$ cat config.mk
export PLATFORM = sky130hd
export DESIGN_NAME = multicycle_controller
export DESIGN_NICKNAME = d
export VERILOG_FILES = /design/src/rtl/multicycle_controller.sv
export SDC_FILE = /design/constraint.sdc
export NUM_CORES = 1
export LEC_CHECK = 0
export BUFFER_PORTS_ARGS = -buffer_cell sky130_fd_sc_hd__buf_2
export CELL_PAD_IN_SITES_DETAIL_PLACEMENT = 2
export CELL_PAD_IN_SITES_GLOBAL_PLACEMENT = 2
export CORE_MARGIN = 2
export CORE_UTILIZATION = 25
export DETAILED_ROUTE_END_ITERATION = 10
export PLACE_DENSITY = 0.83
export SETUP_SLACK_MARGIN = 0.02
export SYNTH_ARGS = -nofsm -noshare
export SYNTH_HDL_FRONTEND = slang
export SYNTH_SLANG_ARGS = --single-unit
$ cat constraint.sdc
create_clock -name clk -period 1.9 [get_ports clk]
set_clock_uncertainty 0.1 [all_clocks]
set_input_delay 0.095 -clock clk [delete_from_list [all_inputs] [get_ports clk]]
set_output_delay 0.095 -clock clk [all_outputs]
set_load 0.1 [all_outputs]
$ cat src/rtl/multicycle_controller.sv
// Multi-cycle RV32I control FSM: FETCH/DECODE/EXEC/MEM/WB with ready handshake, memory timeout,
// sticky HALT/illegal-opcode traps. Define MC_RETIRE_COUNT_EN to build the retired-instruction counter.
module multicycle_controller #(
  parameter int OPCODE_W    = 7,
  parameter int MEM_TIMEOUT = 15,
  parameter int CNT_W       = 32
) (
  input  logic                clk,
  input  logic                reset,
  input  logic [OPCODE_W-1:0] Opcode,
  input  logic                mem_ready,
  output logic                InstrRead,
  output logic                IRWrite,
  output logic                PCWrite,
  output logic                ALUSrc,
  output logic                MemtoReg,
  output logic                RegWrite,
  output logic                MemRead,
  output logic                MemWrite,
  output logic [1:0]          ALUOp,
  output logic                Branch,
  output logic                Jump,
  output logic                JumpReg,
  output logic                Halt,
  output logic                IllegalOp,
  output logic                Timeout,
  output logic [2:0]          state_o,
  output logic [CNT_W-1:0]    retired
);

  typedef enum logic [2:0] {
    S_FETCH  = 3'd0,
    S_DECODE = 3'd1,
    S_EXEC   = 3'd2,
    S_MEM    = 3'd3,
    S_WB     = 3'd4,
    S_HALTED = 3'd5,
    S_TRAP   = 3'd6
  } state_t;

  typedef enum logic [3:0] {
    C_R, C_I, C_LOAD, C_STORE, C_BRANCH, C_JAL, C_JALR, C_LUI, C_HALT, C_ILLEGAL
  } class_t;

  localparam int WAIT_W = (MEM_TIMEOUT > 1) ? $clog2(MEM_TIMEOUT + 1) : 1;
  localparam int TO_LIM = (MEM_TIMEOUT > 0) ? MEM_TIMEOUT - 1 : 0;
  localparam logic [WAIT_W-1:0] TO_LIM_W = TO_LIM[WAIT_W-1:0];

  state_t              r_state;
  state_t              w_next_state;
  class_t              r_class;
  class_t              w_class;
  logic [WAIT_W-1:0]   r_wait_cnt;
  logic                r_halt;
  logic                r_illegal;
  logic                r_timeout;
  logic                w_in_wait;
  logic                w_wait_expire;

  always_comb begin
    case (Opcode)
      OPCODE_W'(7'b0110011): w_class = C_R;
      OPCODE_W'(7'b0010011): w_class = C_I;
      OPCODE_W'(7'b0000011): w_class = C_LOAD;
      OPCODE_W'(7'b0100011): w_class = C_STORE;
      OPCODE_W'(7'b1100011): w_class = C_BRANCH;
      OPCODE_W'(7'b1101111): w_class = C_JAL;
      OPCODE_W'(7'b1100111): w_class = C_JALR;
      OPCODE_W'(7'b0110111): w_class = C_LUI;
      OPCODE_W'(7'b1111111): w_class = C_HALT;
      default:               w_class = C_ILLEGAL;
    endcase
  end

  // The wait that would bring the count to the limit traps, unless mem_ready arrives in that cycle.
  assign w_in_wait     = (r_state == S_FETCH) || (r_state == S_MEM);
  assign w_wait_expire = (MEM_TIMEOUT > 0) && w_in_wait && !mem_ready && (r_wait_cnt == TO_LIM_W);

  // NOTE: sequential state uses non-blocking assignments so every register samples pre-edge values.
  always_ff @(posedge clk) begin
    if (reset) r_state <= S_FETCH;
    else       r_state <= w_next_state;
  end

  always_comb begin
    w_next_state = r_state;
    case (r_state)
      S_FETCH: begin
        if (mem_ready)          w_next_state = S_DECODE;
        else if (w_wait_expire) w_next_state = S_TRAP;
      end
      S_DECODE: begin
        if (w_class == C_HALT)         w_next_state = S_HALTED;
        else if (w_class == C_ILLEGAL) w_next_state = S_TRAP;
        else                           w_next_state = S_EXEC;
      end
      S_EXEC: begin
        if (r_class == C_BRANCH)                           w_next_state = S_FETCH;
        else if (r_class == C_LOAD || r_class == C_STORE)  w_next_state = S_MEM;
        else                                               w_next_state = S_WB;
      end
      S_MEM: begin
        if (mem_ready)          w_next_state = (r_class == C_LOAD) ? S_WB : S_FETCH;
        else if (w_wait_expire) w_next_state = S_TRAP;
      end
      S_WB:    w_next_state = S_FETCH;
      default: w_next_state = r_state;
    endcase
  end

  always_ff @(posedge clk) begin
    if (reset) begin
      r_class    <= C_ILLEGAL;
      r_wait_cnt <= '0;
      r_halt     <= 1'b0;
      r_illegal  <= 1'b0;
      r_timeout  <= 1'b0;
    end else begin
      if (r_state == S_DECODE) r_class <= w_class;
      if (r_state != w_next_state)   r_wait_cnt <= '0;
      else if (w_in_wait && !mem_ready) r_wait_cnt <= r_wait_cnt + WAIT_W'(1);
      if (r_state == S_DECODE && w_class == C_HALT)    r_halt    <= 1'b1;
      if (r_state == S_DECODE && w_class == C_ILLEGAL) r_illegal <= 1'b1;
      if (w_wait_expire)                               r_timeout <= 1'b1;
    end
  end

  // NOTE: every output gets a default before the case so no latch is inferred.
  always_comb begin
    InstrRead = 1'b0;
    IRWrite   = 1'b0;
    PCWrite   = 1'b0;
    ALUSrc    = 1'b0;
    MemtoReg  = 1'b0;
    RegWrite  = 1'b0;
    MemRead   = 1'b0;
    MemWrite  = 1'b0;
    ALUOp     = 2'b00;
    Branch    = 1'b0;
    Jump      = 1'b0;
    JumpReg   = 1'b0;
    Halt      = 1'b0;
    IllegalOp = 1'b0;
    Timeout   = 1'b0;
    state_o   = 3'd0;
    if (!reset) begin
      Halt      = r_halt;
      IllegalOp = r_illegal;
      Timeout   = r_timeout;
      state_o   = r_state;
      case (r_state)
        S_FETCH: begin
          InstrRead = 1'b1;
          IRWrite   = mem_ready;
        end
        S_EXEC: begin
          ALUSrc = r_class inside {C_I, C_LOAD, C_STORE, C_LUI, C_JALR};
          case (r_class)
            C_R, C_I: ALUOp = 2'b10;
            C_BRANCH: ALUOp = 2'b01;
            C_LUI:    ALUOp = 2'b11;
            default:  ALUOp = 2'b00;
          endcase
          if (r_class == C_BRANCH) begin
            Branch  = 1'b1;
            PCWrite = 1'b1;
          end
        end
        S_MEM: begin
          MemRead  = (r_class == C_LOAD);
          MemWrite = (r_class == C_STORE);
          PCWrite  = (r_class == C_STORE) && mem_ready;
        end
        S_WB: begin
          RegWrite = 1'b1;
          PCWrite  = 1'b1;
          MemtoReg = (r_class == C_LOAD);
          Jump     = (r_class == C_JAL) || (r_class == C_JALR);
          JumpReg  = (r_class == C_JALR);
        end
        default: ;
      endcase
    end
  end

`ifdef MC_RETIRE_COUNT_EN
  logic [CNT_W-1:0] r_retired;

  always_ff @(posedge clk) begin
    if (reset)        r_retired <= '0;
    else if (PCWrite) r_retired <= r_retired + CNT_W'(1);
  end

  assign retired = reset ? '0 : r_retired;
`else
  assign retired = '0;
`endif

endmodule

* Word level (Yosys, flattened, before mapping)
Index checks and enable logic that the tools add are counted.
** Word-level totals
- Output and inout bits :: 51
- Memory bits (read-only) :: 0
- Bits in latches :: 0
- RAM bits :: 0
- Memories kept :: 0
- Register bits after elaboration :: 14
- Bits of input ports :: 10
- Word-level logic and storage cells :: 85
** Cells by class
- Reduce and logical (&&, ||, !) cells :: 14
- Equality and inequality tests :: 24
- Bitwise gates (word level) :: 0
- Shifts and indexed selects :: 0
- Magnitude comparators :: 0
- Multiply operators :: 0
- Add/subtract/negate cells :: 1
- Div/mod/pow operators :: 0
- Mux-type cells :: 40
** Operators with widths (count)
- $pmux 4 s9 :: 1
- $eq 7x7->1 const B :: 4
- $mux 3 :: 9
- $mux 1 :: 25
- $eq 7x6->1 const B :: 3
- $eq 4x3->1 const B :: 4
- $pmux 3 s5 :: 1
- $eq 4x4->1 const B :: 3
- $eq 4x2->1 const B :: 2
- $eq 7x2->1 const B :: 1
- $eq 7x5->1 const B :: 1
- $eq 3x2->1 const B :: 2
- $pmux 2 s3 :: 1
- $logic_and 1x1->1 :: 5
- $reduce_bool 5->1 :: 1
- $add 4x1->4 const B :: 1
- $eq 4x1->1 const B :: 1
- $logic_not 4->1 :: 1
- $mux 2 :: 2
- $reduce_or 2->1 :: 2
- $eq 3x1->1 const B :: 1
- $eq 3x3->1 const B :: 1
- $logic_not 3->1 :: 1
- $logic_or 1x1->1 :: 3
- other kinds (3) :: 3

* Logic depth before layout (Yosys ltp)
- Word-level depth :: 9
- Gate-level depth with buffers :: 7
- Gate-level depth less buffers :: 7

* Least setup slack after synthesis
Ideal clock, no wire load.
- Path kind :: register -> output
- From :: reg r_state[2]
- To :: out JumpReg
- Path slack :: -3.319 ns
- Arrival time :: 5.024 ns
- Buffers on the path :: 1
- Cell stages (with the launch flop) :: 6
- Data required time :: 1.705 ns
- Cells stage by stage :: dfxtp_1 -> buf_6 -> inv_1 -> nor2_1 -> nand2_1 -> nor4_1
** Between the ends
- Cells in the longest elaborated chain, start to end :: 3
** RTL lines
- from (decl) :: RTL line 49 : state_t r_state;
- from (signal assigned) :: RTL line 82 : else r_state <= w_next_state;
- $eq 3x3->1 :: RTL line 151 : case (r_state)
- $mux 1 :: RTL line 151
- $mux 1 :: RTL line 146 : if (!reset) begin
- to (decl) :: RTL line 23 : output logic JumpReg,
No other way between the ends.

* Worst setup path in the final report
- From :: reg r_state[0]
- To :: out ALUOp[0]
** Between the ends
- Cells in the longest elaborated chain, start to end :: 3
** RTL lines
- $eq 3x2->1 :: RTL line 151
- $mux 2 :: RTL line 151
- $mux 2 :: RTL line 146
- to (decl) :: RTL line 20 : output logic [1:0] ALUOp,
No other way between the ends.

==> impl_metrics.env <==
export IMPL_async_flop_share=0
export IMPL_grt_antenna_before_repair=0
export IMPL_min_path_type="primary input to register"
export IMPL_hold_viol_final=0
export IMPL_run_status="completed"
export IMPL_grt_pass1_vias=1455
export IMPL_grt_usage=0.1466
export IMPL_hpwl_mm=3.366
export IMPL_met2_length_mm=2.315
export IMPL_ys_flop_type="dfxtp_1"
export IMPL_layout_nets=230
export IMPL_cp_max_fo=6
export IMPL_drc=0
export IMPL_cts_root_buffer="clkbuf_8"
export IMPL_via_count=1329
export IMPL_clk_pin_slew_ns=0.06
export IMPL_setup_ws_ns=0.08826
export IMPL_wl_met1_mm=1.797
export IMPL_ys_seq_area_frac=0.2004
export IMPL_drv_slew=0
export IMPL_cts_sinks=14
export IMPL_syn_area_um2=1399
export IMPL_clock_latency_ns=0.25
export IMPL_min_period_ns=1.812
export IMPL_ff2ff_path_depth=5
export IMPL_dr_pass1_iters=4
export IMPL_rows=27
export IMPL_initial_utilization=0.2572
export IMPL_gp_congestion=0.8074
export IMPL_cp_arrival_ns=1.62
export IMPL_numCtsBuffers=3
export IMPL_cts_tree="built"
export IMPL_crit_path_start_kind="register"
export IMPL_power_total_mw=1.481
export IMPL_die_area_um2=6209
export IMPL_worst_setup_path_end_kind="output pin"
export IMPL_coreArea_um2=5439
export IMPL_ioPinCount=61
export IMPL_setup_violations=0
export IMPL_grt_first_pass_wirelength_mm=7.203
export IMPL_synthCells=189
export IMPL_grt_max_degree=13
export IMPL_dp_slack_ns=0.07801
export IMPL_drive_gt1_frac=0.3963
export IMPL_overflow=0
export IMPL_synthDistinctLibCells=51
export IMPL_ant_nets=0
export IMPL_syn_to_final_growth_pct=38.73
export IMPL_wl_per_cell_um=14.96
export IMPL_whs_ns=0.08076
export IMPL_period_share=0.9535
export IMPL_htreeDepth=1
export IMPL_rsz0062_at_grt="no"
export IMPL_maxCapViolations=0
export IMPL_highest_layer="met4"
export IMPL_yosys_warnings=0
export IMPL_avgSynthCellArea_um2=7.401
export IMPL_die_h_um=78.80
export IMPL_fin_util=0.3568
export IMPL_fmax_mhz=552.0
export IMPL_drtIter0Drc=30
export IMPL_synth_edf_count=0
export IMPL_totalWireLength_mm=4.323
export IMPL_powerDensity_nw_per_um2=763.4
export IMPL_cts_buffer_depth=2
export IMPL_p_leak_nw=0.7636
export IMPL_viasPerCell=4.599
export IMPL_peakVddDrop_v=0.0002291
export IMPL_synth_seq_cells=14
export IMPL_met3_length_um=148
export IMPL_port_buffers=28
export IMPL_hold_depth=2
export IMPL_antennaDiodeCount=0
export IMPL_required_ns=1.70
export IMPL_crit_type="register to output pin"
export IMPL_die_x_um=78.80
[cell usage in the layout, fill, tap and decap left out, types with 3 or more instances in the layout]
cell type	instances
buf_12	12
nand2_2	3
dfxtp_2	4
a21oi_1	10
dfxtp_4	3
buf_2	16
inv_1	6
nor3_1	7
nand3_1	6
dfxtp_1	7
buf_4	8
clkbuf_8	4
a31oi_1	3
nand2_1	8
conb_1	32
nor2_1	11
xor2_1	3
nor2_4	6
o21a_1	3
nor4_4	5
o21ai_0	11
xnor2_1	3
[final timing paths]
kind	endpoint	slack, ns	start
worst min register to register	r_illegal	0.36	r_illegal
worst min-delay path	r_halt	0.08	reset
worst max-delay path	ALUOp[0]	0.09	r_state[0]
worst max register to register	r_wait_cnt[1]	0.10	r_state[1]
[area by class of cell]
type                       instances  area [µm²]
tap                               72       90.09
fill                             637        3498
multi-input combinational        152        1054
inverter                           9       42.54
clock buffer                       4       55.05
timing repair buffer              38       402.9
sequential                        14       296.5
[state kept, by name, summed over array words and instances (netlist names)]
name and count:
r_class 4, r_wait_cnt 4, r_state 3, r_halt 1, r_illegal 1, r_timeout 1
[logic make-up (layout without fill, tap and decap cells)]
| group | count (synthesis) | count (layout) | synth area share |
|---|---|---|---|
| simple gates | 74 | 74 | 0.2943 |
| buf+inv | 54 | 51 | 0.2674 |
| compound gates | 37 | 37 | 0.1726 |
| flops | 14 | 14 | 0.2004 |
| xor+xnor | 6 | 6 | 0.03757 |
| fa+ha+maj | 2 | 2 | 0.01789 |
| other cells | 1 | 32 | 0.002681 |
| mux | 1 | 1 | 0.007156 |
[per-layer routing]
| metal | track usage | up-vias |
|---|---|---|
| met4 | 0.05263 | 0 |
| met2 | 0.2821 | 42 |
| li1 | - | 640 |
| met3 | 0.006818 | 4 |
| met1 | 0.1702 | 643 |
| met5 | 0 | - |
[critical path, cell delays in order, from the launching register on]
cell	delay, ns
dfxtp_4	0.37
and2b_2	0.24
nand2_2	0.07
or2_2	0.36
nor2_4	0.15
buf_12	0.18
[stage by stage]
stage,setup TNS (ns),std cells,cell area [µm²]
finish,0,289,1941
global route,0,289,1941
CTS,0,289,1904
detailed placement,0,283,1809
global placement,0,283,1809
floorplan,-3.071,220,1683
[cells in the mapped netlist, drive strengths merged (2+ instances only)]
| master | count | area share |
|---|---|---|
| buf | 39 | 0.22 |
| nor2 | 19 | 0.051 |
| dfxtp | 14 | 0.20 |
| nand2 | 12 | 0.034 |
| o21ai | 11 | 0.039 |
| a21oi | 10 | 0.036 |
| inv | 9 | 0.026 |
| nor3 | 8 | 0.029 |
| clkbuf | 6 | 0.023 |
| nand3 | 6 | 0.021 |
| nor4 | 5 | 0.033 |
| a31oi | 4 | 0.018 |
| nand2b | 3 | 0.013 |
| nor2b | 3 | 0.013 |
| o21a | 3 | 0.016 |
| xnor2 | 3 | 0.019 |
| xor2 | 3 | 0.019 |
| a211oi | 2 | 0.014 |
| and2b | 2 | 0.012 |
| and3 | 2 | 0.0098 |
| ha | 2 | 0.018 |
| nand4 | 2 | 0.0089 |
| or2b | 2 | 0.012 |
| or3 | 2 | 0.0089 |
[power by group]
group | leakage (nW) | switching, mW | internal [mW]
Clock | 0.0288 | 0.112 | 0.184
Combinational | 0.618 | 0.622 | 0.185
Sequential | 0.117 | 0.0567 | 0.322
Total | 0.764 | 0.791 | 0.691
[what timing repair did]
action,CTS,global route
buffers inserted,2,0
setup endpoints to repair,7,10
pin swaps,1,4
gates resized for setup,9,9
hold buffers,0,0
Power figures use the tool's default switching activity.
